<file path="src/rtl/vai_txbuf_mgr.sv">
`default_nettype none
// ============================================================================
// Module      : vai_txbuf_mgr
// Description : Per-channel Tx request buffer manager. Requests pass straight
//               through to the sink until the sink has been almost-full for
//               SLACK sends. After that they are parked in a small side buffer
//               that drains in arrival order once the sink frees up.
//               Optional statistics (occupancy high-water mark and drop
//               counter) are built only when VAI_TXBUF_STATS_EN is defined.
// Revision    : 1.0 - initial release
// ============================================================================
module vai_txbuf_mgr #(
  parameter int NUM_CH     = 2,
  parameter int DATA_WIDTH = 256,
  parameter int DEPTH      = 4,
  parameter int SLACK      = 5
) (
  input  logic                           Clk,
  input  logic                           Resetb,
  input  logic [NUM_CH-1:0]              in_valid,
  input  logic [NUM_CH*DATA_WIDTH-1:0]   in_data,
  input  logic [NUM_CH-1:0]              sink_almfull,
  input  logic                           clr_ovf,
  output logic [NUM_CH-1:0]              out_valid,
  output logic [NUM_CH*DATA_WIDTH-1:0]   out_data,
  output logic [NUM_CH-1:0]              src_almfull,
  output logic [NUM_CH-1:0]              ovf_sticky,
  output logic [NUM_CH*8-1:0]            buf_hwm,
  output logic [NUM_CH*16-1:0]           drop_cnt
);

  localparam int CW = $clog2(DEPTH + 1);
  localparam int PW = $clog2(DEPTH);

  for (genvar i = 0; i < NUM_CH; i++) begin : g_ch
    logic [DATA_WIDTH-1:0] mem_q [DEPTH];
    logic [PW-1:0]         head_q, head_d, tail_q, tail_d;
    logic [CW-1:0]         count_q, count_d;
    logic [7:0]            balance_q, balance_d;
    logic                  out_valid_q, out_valid_d;
    logic [DATA_WIDTH-1:0] out_data_q, out_data_d;
    logic                  src_almfull_q, src_almfull_d;
    logic                  ovf_q, ovf_d;
    logic                  stalled, empty, full, pass, deq, enq, drop, wr_en;
    logic [DATA_WIDTH-1:0] din;

    assign din = in_data[i*DATA_WIDTH +: DATA_WIDTH];

    // Routing decision (pass/enqueue/dequeue/drop) and next-state computation
    always_comb begin
      stalled = sink_almfull[i] && (balance_q >= 8'(SLACK));
      empty   = (count_q == '0);
      full    = (count_q == CW'(DEPTH));
      // Pass-through only when nothing is queued, so ordering is never broken
      pass    = in_valid[i] && !stalled && empty;
      deq     = !stalled && !empty;
      enq     = in_valid[i] && (stalled || !empty);
      // A same-cycle dequeue frees a slot, so only a stuck-full buffer drops
      drop    = enq && full && !deq;
      wr_en   = enq && !drop;

      count_d = count_q;
      case ({wr_en, deq})
        2'b10:   count_d = count_q + CW'(1);
        2'b01:   count_d = count_q - CW'(1);
        default: count_d = count_q;
      endcase

      head_d = head_q;
      if (deq) head_d = (head_q == PW'(DEPTH - 1)) ? '0 : head_q + PW'(1);
      tail_d = tail_q;
      if (wr_en) tail_d = (tail_q == PW'(DEPTH - 1)) ? '0 : tail_q + PW'(1);

      out_valid_d = pass || deq;
      out_data_d  = out_data_q;
      if (pass)     out_data_d = din;
      else if (deq) out_data_d = mem_q[head_q];

      // Balance counts sends committed while the sink is almost-full,
      // including the one being launched this cycle.
      balance_d = balance_q;
      if (!sink_almfull[i])                     balance_d = '0;
      else if (out_valid_d && balance_q != 8'hFF) balance_d = balance_q + 8'd1;

      src_almfull_d = sink_almfull[i] || (count_d != '0);

      // A new overflow takes priority over a clear request
      ovf_d = ovf_q;
      if (drop)         ovf_d = 1'b1;
      else if (clr_ovf) ovf_d = 1'b0;
    end

    // Control and output registers, synchronous active-low reset
    always_ff @(posedge Clk) begin
      if (!Resetb) begin
        head_q        <= '0;
        tail_q        <= '0;
        count_q       <= '0;
        balance_q     <= '0;
        out_valid_q   <= 1'b0;
        out_data_q    <= '0;
        src_almfull_q <= 1'b0;
        ovf_q         <= 1'b0;
      end else begin
        head_q        <= head_d;
        tail_q        <= tail_d;
        count_q       <= count_d;
        balance_q     <= balance_d;
        out_valid_q   <= out_valid_d;
        out_data_q    <= out_data_d;
        src_almfull_q <= src_almfull_d;
        ovf_q         <= ovf_d;
      end
    end

    // Payload storage; not reset since the pointers/count define validity
    always_ff @(posedge Clk) begin
      if (wr_en) mem_q[tail_q] <= din;
    end

    assign out_valid[i]                          = out_valid_q;
    assign out_data[i*DATA_WIDTH +: DATA_WIDTH]  = out_data_q;
    assign src_almfull[i]                        = src_almfull_q;
    assign ovf_sticky[i]                         = ovf_q;

`ifdef VAI_TXBUF_STATS_EN
    logic [7:0]  hwm_q, hwm_d;
    logic [15:0] drop_cnt_q, drop_cnt_d;

    // High-water mark follows the post-update count; drop counter saturates
    always_comb begin
      hwm_d = hwm_q;
      if (32'(count_d) > 32'(hwm_q))
        hwm_d = (32'(count_d) > 32'd255) ? 8'hFF : 8'(count_d);
      drop_cnt_d = drop_cnt_q;
      if (drop && drop_cnt_q != 16'hFFFF) drop_cnt_d = drop_cnt_q + 16'd1;
    end

    // Statistics registers
    always_ff @(posedge Clk) begin
      if (!Resetb) begin
        hwm_q      <= '0;
        drop_cnt_q <= '0;
      end else begin
        hwm_q      <= hwm_d;
        drop_cnt_q <= drop_cnt_d;
      end
    end

    assign buf_hwm[i*8 +: 8]    = hwm_q;
    assign drop_cnt[i*16 +: 16] = drop_cnt_q;
`else
    assign buf_hwm[i*8 +: 8]    = 8'd0;
    assign drop_cnt[i*16 +: 16] = 16'd0;
`endif
  end

endmodule
`default_nettype wire

</file>
<file path="config.mk">
export PLATFORM = sky130hd
export DESIGN_NAME = vai_txbuf_mgr
export DESIGN_NICKNAME = d
export VERILOG_FILES = /design/src/rtl/vai_txbuf_mgr.sv
export SDC_FILE = /design/constraint.sdc
export NUM_CORES = 2
export LEC_CHECK = 0
export BUFFER_PORTS_ARGS = -buffer_cell sky130_fd_sc_hd__buf_2
export CORE_MARGIN = 2
export CORE_UTILIZATION = 50
export CTS_CLUSTER_SIZE = 24
export DETAILED_ROUTE_END_ITERATION = 6
export MAX_ROUTING_LAYER = met4
export PLACE_DENSITY = 0.7
export SYNTH_ARGS = -nofsm -noshare
export SYNTH_HDL_FRONTEND = slang
export SYNTH_SLANG_ARGS = --single-unit
</file>
<file path="constraint.sdc">
create_clock -name Clk -period 20 [get_ports Clk]
set_clock_uncertainty 0.1 [all_clocks]
set_input_delay 5 -clock Clk [delete_from_list [all_inputs] [get_ports Clk]]
set_output_delay 5 -clock Clk [all_outputs]
set_load 0.02 [all_outputs]
</file>
==> flow_summary.toml <==
[run_status]
status = "finished clean"

[synthesis]
synth_edf_count = 2048
avgSynthCellArea_um2 = 18.25
ys_ff_latch = 2600
synthXorXnorAreaFrac = 0.0003680
synth_fa_ha_area_frac = 0.002655
syn_inst = 5217
synth_compound_area_frac = 0.05737
yosysSeqAreaShare = 0.7621
yosysWarnings = 0
synth_top_family_by_area = "multiplexers"
synth_mux_area_frac = 0.1223
synthesis.area_mm2 = 0.09520
yosys.area_share.simple = 0.03530
ys_types = 51
ys.flop_type = "edfxtp_1"
async_flop_share = 0

[place]
dp_hpwl_mm = 146.1
io_buffers = 1036
place_congestion = 0.9308
dp_slack_ns = 10.10

[global_routing]
grt_first_pass_wirelength_mm = 344.2
grt_antenna_before_repair = 141
overflow = 0
grt_max_degree = 169
grt_usage = 0.2455
grt_pass1_vias = 52050

[clocking]
path_clk_slew_ns = 0.06
ctsRootBufferMaster = "clkbuf_16"
cts_htree_levels = 5
cts-buffers-inserted = 274
postCtsHoldBufs = 0
cts_tree = "yes"
worstSkewPairLatency_ns = 0.90
post_cts_buffers = 0
cts_buffer_depth = 4
cts-resized-gates = 0
cts.sinks = 2600

[sta]
fin_crit_ns = 9.166
setup_viol_count_final = 0
setup_slack_ns = 10.83
rsz0062_at_grt = "false"
hold_viol = 0
fin_crit_sh = 0.4583
fmax_mhz = 109.1
worstMarginPinSlew_ns = 1.211
max_slew_margin = 0.1926
finalSetupTns_ns = 0
drv_slew = 0

[min_path]
hp-class = "reg2reg"
min_path_cells = 2

[route]
drt_first_iter_violations = 4867
wirelength_mm = 238.1
ant_nets = 0
vias = 53110
via_per_inst = 5.836
first_pass_iters = 6
drc_errors = 0
wl_per_cell_um = 26.17

[floorplanning]
die-area_mm2 = 0.1939
rows = 160
core_region_area_mm2 = 0.1896
fp.dieW_um = 440.4
initial_utilization = 0.5022
io_pins = 1085
die_h_um = 440.4

[power]
power_leakage_nw = 38.92
irDropWorstVdd_mv = 0.2014
p_per_area_mw_per_mm2 = 149.2

[final_layout]
drive_gt1_frac = 0.3112
finalNetCount = 6800
area_growth_pct = 17.19
fill_cells = 13860

[critical_path]
r2r_cells = 9
critical_path_class = "in2reg"
setup.worst_path.start_class = "input port"
end_kind = "register"
cp_max_fo = 73
critPathRequiredTime_ns = 20.73
crit_arrival_ns = 9.89

[flow_run]
drv_cap = 0
-- cells in the mapped netlist (all sizes together), types with 4 or more instances --
master / instances / share of area
and3: 12 / 0.00079
dfxtp: 552 / 0.12
edfxtp: 2048 / 0.65
a22oi: 513 / 0.040
nor2: 31 / 0.0012
nor3: 5 / 0.00026
buf: 192 / 0.012
a21oi: 268 / 0.014
or3: 4 / 0.00026
and2: 9 / 0.00059
clkbuf: 181 / 0.0071
nand2: 774 / 0.031
ha: 17 / 0.0022
mux4: 512 / 0.12
mux2i: 9 / 0.00095
o21ai: 8 / 0.00042
nand2b: 6 / 0.00039
nand3: 7 / 0.00037
a31oi: 4 / 0.00026
inv: 22 / 0.00087
a211oi: 5 / 0.00050
-- power by group --
group,internal (mW),total [mW],leakage (nW),switching [mW]
Combinational,1.69,4.55,11.6,2.86
Sequential,6.71,7.21,23.1,0.500
Clock,2.90,4.88,4.24,1.98
-- path summary, 6_finish.rpt --
check | start | end | slack (ns)
hold / removal | g_ch[1].out_data_q[6] | g_ch[1].out_data_q[6] | 0.35
hold reg to reg | g_ch[1].out_data_q[6] | g_ch[1].out_data_q[6] | 0.35
setup / recovery | in_valid[0] | g_ch[0].out_data_q[152] | 10.83
setup reg to reg | g_ch[0].count_q[0] | g_ch[0].out_data_q[152] | 14.61
-- cell usage in the layout (no fill, tap or decap), drive strengths merged, types with 2 or more instances in the layout --
| master | instances |
|---|---|
| a211o | 2 |
| a211oi | 5 |
| a21oi | 268 |
| a22oi | 513 |
| a31oi | 4 |
| a41oi | 3 |
| and2 | 9 |
| and3 | 12 |
| buf | 1095 |
| bufinv | 14 |
| clkbuf | 389 |
| clkinv | 66 |
| clkinvlp | 4 |
| conb | 48 |
| dfxtp | 552 |
| diode | 126 |
| edfxtp | 2048 |
| fa | 2 |
| ha | 17 |
| inv | 26 |
| mux2 | 2 |
| mux2i | 9 |
| mux4 | 512 |
| nand2 | 774 |
| nand2b | 6 |
| nand3 | 7 |
| nand4 | 3 |
| nor2 | 31 |
| nor3 | 5 |
| nor4bb | 2 |
| o211ai | 2 |
| o21ai | 8 |
| o41ai | 2 |
| or3 | 4 |
| or4 | 2 |
| xor2 | 3 |
-- layout make-up --
cell class                      instances  area (um2)  area share
Antenna cell                          126       315.3    0.002826
Clock buffer                          389        7831     0.07019
Clock inverter                         88       790.8    0.007088
Inverter                               22       90.09   0.0008075
Multi-Input combinational cell       2269       21020      0.1884
Sequential cell                      2600       72560      0.6504
Tap cell                             2511        3142     0.02816
Timing Repair Buffer                 1095        5816     0.05213
-- cells by family (layout without fill, tap and decap cells) --
| group | Yosys count | count (layout) |
|---|---|---|
| AO/OA/AOI/OAI | 816 | 816 |
| XOR/XNOR | 4 | 4 |
| adder cells (fa/ha/maj) | 19 | 19 |
| buffers and inverters | 395 | 1594 |
| flip-flops | 2600 | 2600 |
| multiplexers | 523 | 523 |
| other | 1 | 174 |
| AND/OR/NAND/NOR | 859 | 859 |
-- registers in the layout (all words and copies together), names as in the netlist, named ones only --
register and flops:
g_ch.src_almfull_q 2, g_ch.tail_q 4, g_ch.balance_q 16, g_ch.count_q 6
g_ch.head_q 4, g_ch.out_data_q 512, g_ch.ovf_q 2, g_ch.out_valid_q 2
g_ch.mem_q 2048
-- critical path: stages --
cell     delay, ns
buf_2         0.13
nor4_1        0.40
o21ai_0       0.23
a31oi_4       0.56
buf_4         0.67
buf_4         0.63
buf_4         0.87
buf_4         0.83
a22oi_1       0.22
nand2_1       0.12
-- stage by stage --
step	hold WS [ns]	util	instance area (um2)	cells	total power [mW]
finish	0.3461	0.5885	111600	9100	16.64
global route	0.3638	0.5883	111500	9083	17.28
floorplan	0.3428	-	95380	5264	10.29
global placement	0.3354	0.5413	102600	8497	11.81
CTS	0.3496	0.5868	111300	8974	16.76
detailed placement	0.3410	0.5413	102600	8497	11.88
-- layer usage --
metal  vias to the layer above  global-route usage  share of wire  routed length, um
li1                      22880                   -              -                  -
met3                       572             0.06061          0.089              21190
met2                      2371              0.3776           0.49             116400
met5                         -                   -              0                  0
met4                         0              0.1178          0.048              11510
met1                     27280              0.3072           0.37              89070
Note: power is estimated with default switching activity, not from simulation.
